<file path="config.mk">
export PLATFORM = sky130hd
export DESIGN_NAME = frame_window_scheduler
export DESIGN_NICKNAME = d
export VERILOG_FILES = /design/src/rtl/frame_window_scheduler_pkg.sv /design/src/rtl/frame_window_scheduler_wr_ptr.sv /design/src/rtl/frame_window_scheduler.sv
export SDC_FILE = /design/constraint.sdc
export NUM_CORES = 1
export LEC_CHECK = 0
export ABC_AREA = 1
export BUFFER_PORTS_ARGS = -buffer_cell sky130_fd_sc_hd__buf_4
export CAP_MARGIN = 20
export CELL_PAD_IN_SITES_DETAIL_PLACEMENT = 1
export CELL_PAD_IN_SITES_GLOBAL_PLACEMENT = 1
export CORE_MARGIN = 2
export CORE_UTILIZATION = 39
export DETAILED_ROUTE_END_ITERATION = 8
export PLACE_DENSITY = 0.9
export SYNTH_ARGS = -nofsm -noshare
export SYNTH_HDL_FRONTEND = slang
export SYNTH_HIERARCHICAL = 1
export SYNTH_SLANG_ARGS = --single-unit
</file>
<file path="constraint.sdc">
create_clock -name clk -period 3.3 [get_ports clk]
set_input_delay 0.33 -clock clk [delete_from_list [all_inputs] [get_ports clk]]
set_output_delay 0.33 -clock clk [all_outputs]
set_load 0.01 [all_outputs]
</file>
<file path="src/rtl/frame_window_scheduler_pkg.sv">
// Shared types and helpers for the frame window scheduler: FSM encoding,
// default geometry and modular slot distance.
package frame_window_scheduler_pkg;

    typedef enum logic [1:0] {
        FILL = 2'd0,
        IDLE = 2'd1,
        WAIT = 2'd2,
        RUN  = 2'd3
    } sched_state_e;

    localparam int DEF_DATA_W    = 8;
    localparam int DEF_WORDS     = 16;
    localparam int DEF_NUM_SLOTS = 8;
    localparam int DEF_WINDOW    = 7;
    localparam int DEF_ADDR_W    = $clog2(DEF_WORDS * DEF_NUM_SLOTS);

    // Distance from slot b forward to slot a around a power-of-2 ring.
    function automatic int unsigned slot_dist(input int unsigned a,
                                              input int unsigned b,
                                              input int unsigned num_slots);
        return (a - b) & (num_slots - 1);
    endfunction

endpackage

</file>
<file path="src/rtl/frame_window_scheduler_wr_ptr.sv">
// Write pointer for the DMEM frame ring: word/slot counters plus the
// frame-complete strobe and the slot index of the last finished frame.
module frame_wr_ptr
    import frame_window_scheduler_pkg::*;
#(
    parameter int WORDS     = DEF_WORDS,
    parameter int NUM_SLOTS = DEF_NUM_SLOTS
) (
    input  logic                         clk,
    input  logic                         rst,
    input  logic                         accept,
    output logic [$clog2(NUM_SLOTS)-1:0] wr_slot,
    output logic [$clog2(WORDS)-1:0]     wr_word,
    output logic                         frame_complete,
    output logic [$clog2(NUM_SLOTS)-1:0] last_slot
);
    localparam int WORD_W = $clog2(WORDS);
    localparam int SLOT_W = $clog2(NUM_SLOTS);

    logic [WORD_W-1:0] wr_word_q, wr_word_d;
    logic [SLOT_W-1:0] wr_slot_q, wr_slot_d;
    logic [SLOT_W-1:0] last_slot_q, last_slot_d;

    always_comb begin
        wr_word_d      = wr_word_q;
        wr_slot_d      = wr_slot_q;
        last_slot_d    = last_slot_q;
        frame_complete = 1'b0;
        if (accept) begin
            if (wr_word_q == WORD_W'(WORDS - 1)) begin
                frame_complete = 1'b1;
                wr_word_d      = '0;
                wr_slot_d      = wr_slot_q + SLOT_W'(1);
                last_slot_d    = wr_slot_q;
            end else begin
                wr_word_d = wr_word_q + WORD_W'(1);
            end
        end
    end

    always_ff @(posedge clk) begin
        if (!rst) begin
            wr_word_q   <= '0;
            wr_slot_q   <= '0;
            last_slot_q <= '0;
        end else begin
            wr_word_q   <= wr_word_d;
            wr_slot_q   <= wr_slot_d;
            last_slot_q <= last_slot_d;
        end
    end

    assign wr_slot   = wr_slot_q;
    assign wr_word   = wr_word_q;
    assign last_slot = last_slot_q;

endmodule

</file>
<file path="src/rtl/frame_window_scheduler.sv">
// Write-side DMEM scheduler: packs feature words into a ring of frame slots,
// starts the classifier on each full window and locks it until done.
module frame_window_scheduler
    import frame_window_scheduler_pkg::*;
#(
    parameter int DATA_W    = DEF_DATA_W,
    parameter int WORDS     = DEF_WORDS,
    parameter int NUM_SLOTS = DEF_NUM_SLOTS,
    parameter int WINDOW    = DEF_WINDOW,
    parameter int ADDR_W    = DEF_ADDR_W
) (
    input  logic              clk,
    input  logic              rst,
    input  logic              in_valid,
    output logic              in_ready,
    input  logic [DATA_W-1:0] in_data,
    output logic              dmem_wen,
    output logic [ADDR_W-1:0] dmem_waddr,
    output logic [DATA_W-1:0] dmem_wdata,
    output logic              cls_start,
    input  logic              cls_done,
    output logic [ADDR_W-1:0] win_base,
    output logic [7:0]        missed_cnt,
    output logic [1:0]        sched_state
);
    localparam int WORD_W = $clog2(WORDS);
    localparam int SLOT_W = $clog2(NUM_SLOTS);
    localparam int FD_W   = $clog2(WINDOW + 1);

    logic              accept;
    logic              frame_complete;
    logic              in_window;
    logic [WORD_W-1:0] wr_word;
    logic [SLOT_W-1:0] wr_slot;
    logic [SLOT_W-1:0] last_slot;
    logic [SLOT_W-1:0] base_slot;
    logic              miss;

    sched_state_e      state_q, state_d;
    logic [FD_W-1:0]   frames_done_q, frames_done_d;
    logic              pending_q, pending_d;
    logic              lock_q, lock_d;
    logic [SLOT_W-1:0] lock_slot_q, lock_slot_d;
    logic [7:0]        missed_q, missed_d;
    logic              cls_start_q, cls_start_d;
    logic [ADDR_W-1:0] win_base_q, win_base_d;
    logic              dmem_wen_q, dmem_wen_d;
    logic [ADDR_W-1:0] dmem_waddr_q, dmem_waddr_d;
    logic [DATA_W-1:0] dmem_wdata_q, dmem_wdata_d;
    logic              ready_en_q, ready_en_d;

    frame_wr_ptr #(
        .WORDS     (WORDS),
        .NUM_SLOTS (NUM_SLOTS)
    ) u_wr_ptr (
        .clk            (clk),
        .rst            (rst),
        .accept         (accept),
        .wr_slot        (wr_slot),
        .wr_word        (wr_word),
        .frame_complete (frame_complete),
        .last_slot      (last_slot)
    );

    // Writer stalls only when it would enter a slot of the locked window.
    assign in_window = slot_dist(32'(wr_slot), 32'(lock_slot_q), NUM_SLOTS) < WINDOW;
    assign in_ready  = ready_en_q && !(lock_q && in_window);
    assign accept    = in_valid && in_ready;
    assign base_slot = last_slot - SLOT_W'(WINDOW - 1);

    always_comb begin
        ready_en_d   = 1'b1;
        dmem_wen_d   = accept;
        dmem_waddr_d = dmem_waddr_q;
        dmem_wdata_d = dmem_wdata_q;
        if (accept) begin
            dmem_waddr_d = {wr_slot, wr_word};
            dmem_wdata_d = in_data;
        end
    end

    always_comb begin
        state_d       = state_q;
        frames_done_d = frames_done_q;
        pending_d     = pending_q;
        lock_d        = lock_q;
        lock_slot_d   = lock_slot_q;
        missed_d      = missed_q;
        cls_start_d   = 1'b0;
        win_base_d    = win_base_q;
        miss          = 1'b0;

        if (frame_complete && frames_done_q != FD_W'(WINDOW)) begin
            frames_done_d = frames_done_q + FD_W'(1);
        end

        unique case (state_q)
            FILL: begin
                if (frame_complete && frames_done_q == FD_W'(WINDOW - 1)) begin
                    state_d = WAIT;
                end
            end
            IDLE: begin
                if (frame_complete) begin
                    state_d = WAIT;
                end
            end
            WAIT: begin
                // A fresh frame slides the window and defers the start a cycle.
                if (frame_complete) begin
                    miss = 1'b1;
                end else begin
                    cls_start_d = 1'b1;
                    win_base_d  = {base_slot, {WORD_W{1'b0}}};
                    lock_slot_d = base_slot;
                    lock_d      = 1'b1;
                    state_d     = RUN;
                end
            end
            RUN: begin
                if (frame_complete) begin
                    if (!pending_q) begin
                        pending_d = 1'b1;
                    end else begin
                        miss = 1'b1;
                    end
                end
                if (cls_done) begin
                    lock_d    = 1'b0;
                    pending_d = 1'b0;
                    state_d   = (pending_q || frame_complete) ? WAIT : IDLE;
                end
            end
        endcase

        if (miss && missed_q != 8'hFF) begin
            missed_d = missed_q + 8'd1;
        end
    end

    always_ff @(posedge clk) begin
        if (!rst) begin
            state_q       <= FILL;
            frames_done_q <= '0;
            pending_q     <= 1'b0;
            lock_q        <= 1'b0;
            lock_slot_q   <= '0;
            missed_q      <= '0;
            cls_start_q   <= 1'b0;
            win_base_q    <= '0;
            dmem_wen_q    <= 1'b0;
            dmem_waddr_q  <= '0;
            dmem_wdata_q  <= '0;
            ready_en_q    <= 1'b0;
        end else begin
            state_q       <= state_d;
            frames_done_q <= frames_done_d;
            pending_q     <= pending_d;
            lock_q        <= lock_d;
            lock_slot_q   <= lock_slot_d;
            missed_q      <= missed_d;
            cls_start_q   <= cls_start_d;
            win_base_q    <= win_base_d;
            dmem_wen_q    <= dmem_wen_d;
            dmem_waddr_q  <= dmem_waddr_d;
            dmem_wdata_q  <= dmem_wdata_d;
            ready_en_q    <= ready_en_d;
        end
    end

    assign dmem_wen    = dmem_wen_q;
    assign dmem_waddr  = dmem_waddr_q;
    assign dmem_wdata  = dmem_wdata_q;
    assign cls_start   = cls_start_q;
    assign win_base    = win_base_q;
    assign missed_cnt  = missed_q;
    assign sched_state = state_q;

endmodule
</file>
==> impl.org, run 1 <==
** Outcome
- Status :: complete, no violations

** Global routing
- For this run, the total global-route usage over all layers was measured as 0.1932.
- Wire length of the first global-routing pass :: 9887 um
- The number of global-route vias before repair was ~2200.
- Grt total ovfl :: 0
- The number of antenna violations at the first check in global routing is 0.
- Pin count of the biggest net entering global routing :: 34

** Die
- During I/O placement, the number of pins put on the boundary was 47.
- Initial Utilization :: 0.3995
- Number of placement rows :: 28
- Total die area :: about 6600 um2
- Die Y :: just over 80 um
- Die width :: 81.42 um
- The region available for standard cell placement spans just under 6000 um2.

** Clock tree
- Buffers inserted during clock tree synthesis total 5.
- Clock root cell :: sky130_fd_sc_hd__clkbuf_8
- TritonCTS clock tree :: yes
- Clk slew on worst S/H paths :: roughly 90 ps
- The H-tree generated during clock tree synthesis spans 2 levels.
- Largest buffer count on any clock path :: 2
- For the worst-skew pair, the clock arrives at the later sink with an insertion delay of 300 ps.
- Clock tree sinks :: between 40 and 50

** Timing
- PnR worst setup slack :: 233.3 ps
- Static timing analysis puts the maximum clock frequency at 326.1 MHz.
- Dividing the final minimum period by the clock period gives 0.9293.
- Between clock sinks in the finished design, the worst skew comes to between 7 and 8 ps.
- Total count of hold-check failures in the final report :: 0
- Max-slew violation count :: 0
- For the finished layout, the period the worst path requires is about 3100 ps.
- Setup-violating endpoint count in the final report :: 0

** Place
- At the end of routability-driven placement, the weighted congestion stood at about 0.85.
- The number of placed instances, taps included, is between 400 and 500.
- Setup Slack @ Placement :: 161.4 ps
- Number of buffers added on ports :: 42
- Once detailed placement completed, the half-perimeter wirelength came to around 4300 um.

** Synth
- Counting distinct cell types in the post-synthesis netlist gives 37.
- Top post-synthesis cells by count :: sky130_fd_sc_hd__nand2_1 (77), sky130_fd_sc_hd__inv_1 (66), sky130_fd_sc_hd__dfxtp_1 (46)
- Mean post-synth cell area :: around 7 um2
- Share of synthesized area occupied by flip-flops and latches :: 0.3940
- Post-Synth XOR/XNOR Area :: 0.02998
- Measured against the total synthesized area, the mux share comes to 0.
- Instance count of the mapped netlist :: 333
- Cell Area, Synth :: 2337 um2
- Among all flip-flop cells after synthesis, the most frequent one is sky130_fd_sc_hd__dfxtp_1.
- Complex-gate fraction of the synthesized area :: 0.09208
- Among all cell types in the netlist, the one instantiated most often is sky130_fd_sc_hd__nand2_1.
- Number of enable flip-flop cells after synthesis :: 0
- Of the total synthesized cell area, the portion taken by AND, OR, NAND and NOR gates is 0.2901.
- Adder-cell share of the synthesized area :: 0.04604
- By area, the combinational part of the netlist is dominated by simple AND/OR/NAND/NOR gates.
- Number of synthesized register bits :: 46
- Counting flops with an async set or reset pin after synthesis yields a share of 0.
- Leading cell types by total area after synthesis :: sky130_fd_sc_hd__dfxtp_1 (39%), sky130_fd_sc_hd__nand2_1 (12%), sky130_fd_sc_hd__inv_1 (11%)
- Of the post-synthesis cell area, the dominant cell type holds 0.3940.
- Number of warning messages in the yosys log :: 6
- Summed over all instances, the cell type with the most area after synthesis is sky130_fd_sc_hd__dfxtp_1.

** Job
- Max-cap violations :: 0

** Critical path
- For flop-to-flop paths, the worst setup slack is approximately 230 ps.
- STA classifies the critical path endpoint as a flip-flop.
- In this run the worst setup path begins at u_wr_ptr/wr_slot[0]$_SDFFE_PN0P_.
- Highest fanout seen on the critical path :: 17
- Data required, critical path :: between 3000 and 4000 ps
- Startpoint type of the worst setup path :: flip-flop
- Reg-to-reg critical path startpoint :: u_wr_ptr/wr_slot[0]$_SDFFE_PN0P_
- Endpoint of the lowest-slack register-to-register path :: missed_cnt[4]$_SDFFE_PN0P_
- The number of cells on the worst reg-to-reg path is 18.
- Arr. time, crit path :: around 3300 ps
- The critical path in this run is classified as reg -> reg.

** Finish
- Nets@finish :: 400
- Non-filler instance count after layout :: around 460
- Layout area overhead :: 22.16%
- Once layout is complete, the utilization of the core stands at 0.4880.
- The multi-input combinational cells in the finished layout cover a total of ~1100 um2.
- The repair_antennas step left the layout with diodes totalling 0.
- The sequential cells in the finished layout cover a total of 920.9 um2.
- Counting the fill cells in the layout gives approximately 760.
- Proportion of layout cells with a drive suffix above 1 :: 0.1969

** Pwr
- IR analysis of the VDD net gives a maximum drop of between 0.00015 and 0.0002 V.
- Pwr Density :: about 360 nW/um2
- Summed over all cells, the static leakage comes to between 1 and 1.5 nW.

** Worst hold path
- In this run the worst hold path is classified as in -> reg.
- Terminating pin of the worst hold path :: ready_en_q$_DFF_P_
- Depth of the worst hold-timing path :: 1
- In this run the most critical hold path is launched from rst.

** Routing
- Vias post-DR :: 2222
- Wire length per cell :: roughly 14 um
- After the first detailed-routing iteration, the DRC count stood at 75.
- Post-Route WL :: around 6300 um
- Vias per Instance :: roughly 5
- The count of nets left with antenna violations once routing finished came out at 0.
- Before antenna repair, the detailed router went through 4 iterations.
- # DRC :: 0
## final cells by class
cell class              instances  share of cell area
flip-flops and latches         46              0.3225
multi-input cells             206              0.3861
inverters                      71             0.09684
clock buffers                   6             0.02542
well taps                      75             0.03287
clock inverters                 2            0.004820
repair buffers                 50              0.1315
## worst max path at each step
stage | endpoint | slack (ps) | depth (start not counted)
final | missed_cnt[4]$_SDFFE_PN0P_ | 230 | 18
after CTS | missed_cnt[4]$_SDFFE_PN0P_ | 110 | 18
after floorplan | missed_cnt[0]$_SDFFE_PN0P_ | 460 | 18
after detailed placement | missed_cnt[4]$_SDFFE_PN0P_ | 160 | 18
after global routing | missed_cnt[2]$_SDFFE_PN0P_ | -40 | 18
after global placement | missed_cnt[4]$_SDFFE_PN0P_ | 380 | 18
## layout by cell type (no fill, tap or decap), drive strengths merged
cell	instances
o211ai	1
nand3	9
a311oi	1
nor2	42
a211oi	1
nor3	1
xor2	4
ha	7
clkinvlp	2
conb	4
o31ai	1
o21ai	13
buf	50
a21oi	16
o22ai	1
nand2	81
nand4	16
xnor2	4
dfxtp	46
o21bai	1
clkinv	3
a31o	1
fa	1
and2	1
inv	68
clkbuf	6
## metrics by stage
step           cell area (um2)  hold slack (ps)  power (mW)  setup TNS, ps
2_1_floorplan             2349            357.7      0.6585              0
3_3_place_gp              2698            443.1      0.6953              0
3_5_place_dp              2698            456.6      0.7030              0
4_1_cts                   2784            343.7       1.047              0
5_1_grt                   2855            361.8       1.086         -161.2
6_report                  2855            351.3       1.036              0
## metal layers
layer,wire [um],global-route usage,up-vias
li1,-,-,1103
met1,2664,0.2223,1059
met2,3227,0.3467,49
met3,248,0.02967,11
met4,153,0.09492,0
met5,0,0,-
## flip-flops by register name, summed over array words and instances, names as in the netlist
signal              flops
frames_done_q           3
dmem_waddr              7
lock_q                  1
lock_slot_q             3
missed_cnt              8
pending_q               1
ready_en_q              1
cls_start               1
dmem_wen                1
sched_state             2
u_wr_ptr/wr_slot        3
u_wr_ptr/last_slot      3
dmem_wdata              8
u_wr_ptr/wr_word        4
## cell families (layout without fill, tap and decap cells)
group,count (synthesis),after routing
AND/OR/NAND/NOR,150,150
XOR/XNOR,8,8
other,1,4
buffers and inverters,84,129
flip-flops,46,46
adder cells (fa/ha/maj),8,8
AO/OA/AOI/OAI,36,36
## report_power, final
| group | switching [mW] | total [mW] | internal, mW |
|---|---|---|---|
| clock network | 0.197 | 0.346 | 0.150 |
| logic | 0.0636 | 0.110 | 0.0467 |
| registers | 0.00980 | 0.580 | 0.570 |
## worst max-delay path, cell delays in order, from the launching register on
cell and delay [ps]:
sky130_fd_sc_hd__dfxtp_1 360, sky130_fd_sc_hd__inv_1 90, sky130_fd_sc_hd__ha_1 140, sky130_fd_sc_hd__inv_1 50, sky130_fd_sc_hd__fa_1 470, sky130_fd_sc_hd__inv_1 40
sky130_fd_sc_hd__nor2_1 110, sky130_fd_sc_hd__nand3_2 140, sky130_fd_sc_hd__nand2_8 150, sky130_fd_sc_hd__nand3_4 90, sky130_fd_sc_hd__clkinvlp_4 130, sky130_fd_sc_hd__nand2_2 110
sky130_fd_sc_hd__nor2_8 180, sky130_fd_sc_hd__clkinvlp_4 190, sky130_fd_sc_hd__a211oi_4 280, sky130_fd_sc_hd__o21ai_4 150, sky130_fd_sc_hd__inv_4 130, sky130_fd_sc_hd__nand2_1 60
sky130_fd_sc_hd__a21oi_1 130
## what timing repair did
action / CTS / global route
buffers inserted: 0 / 6
hold buffers: 0 / 0
resized for setup: 0 / 5
endpoints found under the setup margin: 0 / 9
Note: power is estimated with default switching activity, not from simulation.
==> inputs of run 2 (changes only) <==
- CORE_UTILIZATION: 39 -> 35
- PLACE_DENSITY: 0.9 -> 0.83
==> run 2 against run 1 <==
The flow now finishes with violations (design-rule violations). Clock skew down 2.0 ps. First-iteration DRC count up 17%. Global-route usage down 2.8 points. Fmax up 2.1%. Register-to-register slack better by 60 ps. Total power up 6.1%. Flip-flop and latch count unchanged.
==> impl.org, run 2 (synthesis gave the netlist of run 1 again) <==
** Outcome
- The run finished, with violations left.
- The final reports fail on design-rule violations.

** Critical path
- The worst setup path is launched from a flip-flop.
- Data required, critical path :: 3490 ps (-40 ps)
- Type of element capturing the critical path :: flip-flop
- Highest fanout seen on the critical path :: 17 (unchanged)
- Arr. time, crit path :: 3190 ps (-110 ps)
- The worst reg-to-reg path cell count came to 17 (-1).
- Worst Path Class, Setup :: reg -> reg

** Timing
- Top achievable clock speed :: 333.0 MHz (+2.1%)
- Post-route clock skew :: 5.845 ps (-2.009 ps)
- Setup repair after global routing left no endpoint under its margin.
- Min Clock Period, post-route :: 3003 ps (-63.68 ps)
- Worst hold-check slack :: 354.2 ps (+2.880 ps)
- The number of pins exceeding their max-slew limit in the final report was 0 (unchanged).
- Total negative setup slack :: 0 ps (unchanged)
- The share of the clock period used by the worst path after layout was 0.9100 (-0.01930).
- Setup-violating endpoint count in the final report :: 0 (unchanged)
- PnR worst setup slack :: 297.0 ps (+63.68 ps)
- The count of final hold-check violations came to 0 (unchanged).

** Clock tree
- Clock buffers created by TritonCTS :: 5 (unchanged)
- The count of clock tree sinks was 46 (unchanged).
- The later-pin clock latency in the skew report came to 300 ps (about the same).
- Clock root cell :: sky130_fd_sc_hd__clkbuf_8
- The maximum clock insertion buffer count was 2 (unchanged).
- TritonCTS built the clock tree.
- Maximum level of the CTS H-tree :: 2 (unchanged)
- Clk slew on worst S/H paths :: 80 ps (about the same)
- The hold-fix buffer count after cts is 0 (unchanged).

** Die
- Number of primary I/O pins :: 47 (unchanged)
- The number of placement rows is 29 (+3.6%).
- Die width :: 85.72 um (+5.3%)
- The total die area came to 7348 um2 (+11%).
- Initial Utilization :: 0.3639 (-0.03557)
- Core Box Area :: 6422 um2 (+9.8%)
- Die Y :: 85.72 um (+5.3%)

** Place
- The post-place setup slack came to 184.3 ps (+22.94 ps).
- Detailed placement HPWL :: 4196 um (-2.7%)
- The final estimated routing congestion in global placement was 0.7806 (-8.0%).
- Number of buffers added on ports :: 42 (unchanged)
- The number of cells after detailed placement was 444 (+0.45%).

** Routing
- The routed via count divided by cell count came to 4.703 (-3.5%).
- The via count of the routed design is 2154 (-3.1%).
- The number of iterations in the first detailed-routing pass is 7 (+3).
- Number of design-rule violations left by the first detailed-router iteration :: 88 (+17%)
- The number of routed nets with antenna violations came to 0 (unchanged).
- # DRC :: 5 (+5)
- Post-Route WL :: 5733 um (-8.9%)
- The detailed-route wire length per cell is 12.52 um (-9.3%).

** Global routing
- Grt total ovfl :: 0 (unchanged)
- The number of global-route vias before repair was 2242 (+1.5%).
- Pin count of the biggest net entering global routing :: 34 (unchanged)
- The wire length of the first global-routing pass is 9880 um (about the same).
- The global-route usage over all layers is 0.1649 (-0.02834).
- Initial antenna violation count :: 0 (unchanged)

** Finish
- Nets@finish :: 400 (unchanged)
- The non-filler instance count after layout came to 458 (+0.44%).
- In the layout the commonest cells are sky130_fd_sc_hd__nand2_1 (77), sky130_fd_sc_hd__inv_1 (64), sky130_fd_sc_hd__buf_4 (50).
- Layout area overhead :: 23.23%
- Proportion of layout cells with a drive suffix above 1 :: 0.1995 (+0.002625)
- Leaving out fill and tap cells, the most frequent cell in the layout is sky130_fd_sc_hd__nand2_1.
- The count of inserted antenna diode cells came to 0 (unchanged).

** Pwr
- The ratio of total power to cell area was 381.7 nW/um2 (+5.2%).
- Sw Share :: 0.2365 (-0.02413)
- The part of the power in registers is 0.527 (-0.032).
- The worst ir drop on vdd was 0.0001651 V (-8.9%).
- The net load switching power was 0.2600 mW (-3.7%).
- Leakage power summed over all cells :: 1.440 nW (+0.99%)
- The clock power share is 0.376 (+0.042).
- Total chip power :: 1.099 mW (+6.1%)
- Fraction of power consumed by combinational cells :: 0.097 (-0.009)
- The internal power came to 0.8394 mW (+9.5%).

** Worst hold path
- Type of the tightest min-delay check :: in -> reg
- Depth of the worst hold-timing path :: 1 (unchanged)

** Job
- The number of max-cap violations is 0 (unchanged).
run 2: stage by stage:
step           instance area, um2    util
2_1_floorplan                2349       -
3_3_place_gp                 2700  0.4204
3_5_place_dp                 2700  0.4204
4_1_cts                      2809  0.4374
5_1_grt                      2880  0.4485
6_report                     2880  0.4485
run 2: area by class of cell:
class                      instances  area [um2]
clock buffer                       5       68.82
inverter                          71       276.5
tap                               77       96.34
multi-input combinational        206        1102
fill                             835        3542
sequential                        46       920.9
clock inverter                     3       40.04
timing repair buffer              50       375.4
run 2: timing repair:
item / CTS / global route
setup buffers: 0 / 6
resized for setup: 0 / 5
endpoints found under the setup margin: 0 / 9
run 2: final timing paths:
check / start / to / slack [ps]
max: u_wr_ptr/wr_slot[0]$_SDFFE_PN0P_ / missed_cnt[1]$_SDFFE_PN0P_ / 300
min: rst / ready_en_q$_DFF_P_ / 350
max reg2reg: u_wr_ptr/wr_slot[0]$_SDFFE_PN0P_ / missed_cnt[1]$_SDFFE_PN0P_ / 300
min reg2reg: u_wr_ptr/last_slot[0]$_SDFFE_PN0P_ / u_wr_ptr/last_slot[0]$_SDFFE_PN0P_ / 460
run 2: power by group through the flow:
stage / Clock, mW / Combinational [mW] / Sequential (mW)
after floorplan: 0 / 0.0621 / 0.596
after global placement: 0 / 0.104 / 0.592
after detailed placement: 0 / 0.108 / 0.593
after CTS: 0.433 / 0.109 / 0.580
after global routing: 0.454 / 0.124 / 0.581
final: 0.413 / 0.107 / 0.579
run 2: critical path, cell delays in order, from the launching register on:
cell and delay [ps]:
sky130_fd_sc_hd__dfxtp_1 360, sky130_fd_sc_hd__inv_1 90, sky130_fd_sc_hd__ha_1 140, sky130_fd_sc_hd__inv_1 50
sky130_fd_sc_hd__fa_1 470, sky130_fd_sc_hd__inv_1 40, sky130_fd_sc_hd__nor2_1 110, sky130_fd_sc_hd__nand3_2 140
sky130_fd_sc_hd__nand2_8 150, sky130_fd_sc_hd__nand3_4 90, sky130_fd_sc_hd__clkinvlp_4 130, sky130_fd_sc_hd__nand2_2 100
sky130_fd_sc_hd__nor2_8 170, sky130_fd_sc_hd__clkinvlp_4 180, sky130_fd_sc_hd__a211oi_4 270, sky130_fd_sc_hd__o21ai_4 140
sky130_fd_sc_hd__o21ai_0 200, sky130_fd_sc_hd__nor2_1 70
run 2: layer usage:
layer | GRT usage | part of all wire | vias up
met5 | 0 | 0 | -
met4 | 0.05195 | 0.0096 | 0
met3 | 0.03176 | 0.037 | 4
met2 | 0.2962 | 0.52 | 34
met1 | 0.1977 | 0.44 | 1006
li1 | - | - | 1110
==> inputs of run 3 (changes only) <==
- MAX_ROUTING_LAYER: unset -> met4
- PLACE_DENSITY: 0.83 -> unset
- PLACE_DENSITY_LB_ADDON: unset -> 0.1
==> run 3 against run 2 <==
The flow now finishes without violations. Critical endpoint is now missed_cnt[3]$_SDFFE_PN0P_. Highest routed layer unchanged. Count of clock-buffer cells in the layout rose by 2. Sequential share of layout area rose by 0.93 points. First-iteration DRC count shrank 52%. Die area did not move. Global-route usage increased by 0.095 points.
==> impl.org, run 3 (synthesis gave the netlist of run 1 again) <==
** Finish
- The sequential cell area came to 920.9 um2 (unchanged).
- The total of fill cells in the finished design was 839 (+0.48%).
- The count of inserted antenna diode cells came to 0 (unchanged).
- The final standard cell area without fillers came to 2799 um2 (-2.8%).
- The area growth from synthesis to layout is 19.75%.
- Most used cells in the layout excluding fill and tap cells :: sky130_fd_sc_hd__nand2_1 (77), sky130_fd_sc_hd__inv_1 (66), sky130_fd_sc_hd__dfxtp_1 (46)
- The layout cell share with drive strength beyond 1 was 0.1809 (-0.01862).
- Most frequent standard cell in the layout excluding fill and tap cells :: sky130_fd_sc_hd__nand2_1
- Footprint of the multi-input gates :: 1086 um2 (-1.5%)
- Nets@finish :: 395 (-1.3%)

** Critical path
- Highest fanout seen on the critical path :: 13 (-4)
- The worst setup path is launched from a flip-flop.
- The worst setup path is captured at a flip-flop.
- The endpoint identified for the worst register-to-register timing path is missed_cnt[3]$_SDFFE_PN0P_.
- The critical path data required time came to 3530 ps (+40 ps).
- Worst Path Class, Setup :: reg -> reg
- The data arrival time of the worst path was 3200 ps (about the same).
- Number of cells on the worst reg-to-reg path :: 18 (+1)
- Slack of the worst reg-to-reg path :: 330 ps (+30 ps)
- In this run the critical register-to-register path is launched from u_wr_ptr/wr_slot[0]$_SDFFE_PN0P_.

** Die
- Total die area :: 7348 um2 (unchanged)
- Initial Utilization :: 0.3639 (unchanged)
- Die Y :: 85.72 um (unchanged)
- Core Box Area :: 6422 um2 (unchanged)
- The die width was 85.72 um (unchanged).
- Number of placement rows :: 29 (unchanged)
- The number of top-level pins was 47 (unchanged).

** Worst hold path
- For hold timing, the worst endpoint is dmem_wdata[6]$_SDFFE_PN0P_.
- Type of the tightest min-delay check :: in -> reg
- Depth of the worst hold-timing path :: 5 (+4)
- Min-delay src :: in_data[6]

** Clock tree
- Resize count post-CTS :: 0 (unchanged)
- The count of clock tree sinks was 46 (unchanged).
- The hold-fix buffer count after cts was 0 (unchanged).
- Maximum level of the CTS H-tree :: 2 (unchanged)
- The clock transition time at the flip-flop clock pins of the worst setup and hold paths was 90 ps (about the same).
- The later-pin clock latency in the skew report is 300 ps (about the same).
- The maximum clock insertion buffer count came to 2 (unchanged).
- CTS placed an instance of sky130_fd_sc_hd__clkbuf_8 at the clock tree root.
- Clock buffers created by TritonCTS :: 5 (unchanged)
- Setup fix buffers added after clock tree synthesis :: 0 (unchanged)
- TritonCTS built the clock tree.

** Routing
- The number of routed nets with antenna violations came to 0 (unchanged).
- The initial detailed-routing violation count was 42 (-52%).
- Vias post-DR :: 2059 (-4.4%)
- The count of unresolved DRC violations after routing was 0 (-5).
- Wire length per cell :: 12.03 um (-3.9%)
- Post-Route WL :: 5451 um (-4.9%)
- The number of iterations in the first detailed-routing pass came to 6 (-1).
- Vias per Instance :: 4.545 (-3.4%)

** Timing
- The final critical-path required period was 2972 ps (-30.86 ps).
- The number of pins exceeding their max-slew limit in the final report came to 0 (unchanged).
- Post-route clock skew :: 7.328 ps (+1.483 ps)
- The final count of negative-setup-slack endpoints came to 0 (unchanged).
- Top achievable clock speed :: 336.5 MHz (+1.0%)
- RSZ-0062 raised after global routing :: false
- The share of the clock period used by the worst path after layout was 0.9007 (-0.009353).
- Total negative setup slack :: 0 ps (unchanged)
- The count of final hold-check violations was 0 (unchanged).

** Outcome
- Status :: complete, no violations

** Pwr
- Pwr Density :: 371.8 nW/um2 (-2.6%)
- The worst ir drop on vdd was 0.0002767 V (+68%).
- The static leakage is 1.408 nW (-2.2%).

** Global routing
- The number of global-route vias before repair came to 2060 (-8.1%).
- Overall routing resource usage :: 0.1658 (+0.0009492)
- Initial antenna violation count :: 0 (unchanged)
- Wire length of the first global-routing pass :: 9528 um (-3.6%)
- Pin count of the biggest net entering global routing :: 34 (unchanged)
- Grt total ovfl :: 0 (unchanged)

** Place
- The final estimated routing congestion in global placement is 0.7505 (-3.9%).
- The number of I/O port buffers is 42 (unchanged).
- The placement-stage cell area came to 2708 um2 (+0.28%).
- Detailed placement HPWL :: 3941 um (-6.1%)

** Job
- Max-cap violations :: 0 (unchanged)
run 3: cell count changes in the layout (fill, tap and decap cells not counted), sizes merged:
cell	delta
buf	-5
clkinv	-1
bufinv	-1
inv	+2
clkinvlp	-2
clkbuf	+2
run 3: final cells by class:
| type | instances | share of cell area |
|---|---|---|
| Timing Repair Buffer | 45 | 0.1207 |
| Sequential cell | 46 | 0.3290 |
| Multi-Input combinational cell | 206 | 0.3880 |
| Clock buffer | 7 | 0.03084 |
| Clock inverter | 1 | 0.001788 |
| Inverter | 71 | 0.09522 |
| Tap cell | 77 | 0.03442 |
run 3: routing by layer:
metal | vias up | global-route usage | routed length, um
met2 | 28 | 0.2656 | 2495
met3 | 4 | 0.02695 | 152
met5 | - | - | 0
met4 | 0 | 0.04762 | 57
met1 | 934 | 0.2167 | 2745
li1 | 1093 | - | -
run 3: worst max-delay path, stage by stage (launching register included):
cell and delay [ps]:
sky130_fd_sc_hd__dfxtp_1 360, sky130_fd_sc_hd__inv_1 90, sky130_fd_sc_hd__ha_1 140, sky130_fd_sc_hd__inv_1 40, sky130_fd_sc_hd__fa_1 470, sky130_fd_sc_hd__inv_1 40
sky130_fd_sc_hd__nor2_1 120, sky130_fd_sc_hd__nand3_2 100, sky130_fd_sc_hd__nand2_4 80, sky130_fd_sc_hd__nand3_4 60, sky130_fd_sc_hd__inv_1 160, sky130_fd_sc_hd__nand2_2 120
sky130_fd_sc_hd__nor2_8 200, sky130_fd_sc_hd__inv_1 160, sky130_fd_sc_hd__a211oi_2 260, sky130_fd_sc_hd__o21ai_4 150, sky130_fd_sc_hd__inv_2 160, sky130_fd_sc_hd__nand2_1 70
sky130_fd_sc_hd__a21oi_1 120
run 3: stage by stage:
stage / util / hold WS [ps] / total power, mW / std cells / setup WS [ps]
global route: 0.4358 / 369.1 / 1.101 / 453 / 7.908
global placement: 0.4216 / 444.2 / 0.6977 / 445 / 457.8
detailed placement: 0.4216 / 446.7 / 0.7008 / 445 / 349.9
CTS: 0.4358 / 347.5 / 1.062 / 453 / 292.0
finish: 0.4358 / 348.4 / 1.041 / 453 / 327.8
floorplan: - / 357.7 / 0.6585 / 336 / 460.3
run 3: how the worst max path moves through the flow:
stage | slack [ps] | to | startpoint | cells after the start
after detailed placement | 350 | missed_cnt[7]$_SDFFE_PN0P_ | u_wr_ptr/wr_slot[0]$_SDFFE_PN0P_ | 18
after global placement | 460 | missed_cnt[3]$_SDFFE_PN0P_ | u_wr_ptr/wr_slot[0]$_SDFFE_PN0P_ | 18
after global routing | 8 | missed_cnt[7]$_SDFFE_PN0P_ | u_wr_ptr/wr_slot[0]$_SDFFE_PN0P_ | 18
final | 330 | missed_cnt[3]$_SDFFE_PN0P_ | u_wr_ptr/wr_slot[0]$_SDFFE_PN0P_ | 18
after CTS | 290 | missed_cnt[4]$_SDFFE_PN0P_ | u_wr_ptr/wr_slot[0]$_SDFFE_PN0P_ | 18
after floorplan | 460 | missed_cnt[0]$_SDFFE_PN0P_ | lock_slot_q[0]$_SDFFE_PN0P_ | 18
run 3: report_power, final:
| part | switching (mW) | total [mW] | internal (mW) |
|---|---|---|---|
| Combinational | 0.0605 | 0.107 | 0.0464 |
| Clock | 0.185 | 0.354 | 0.169 |
| Sequential | 0.00938 | 0.579 | 0.570 |
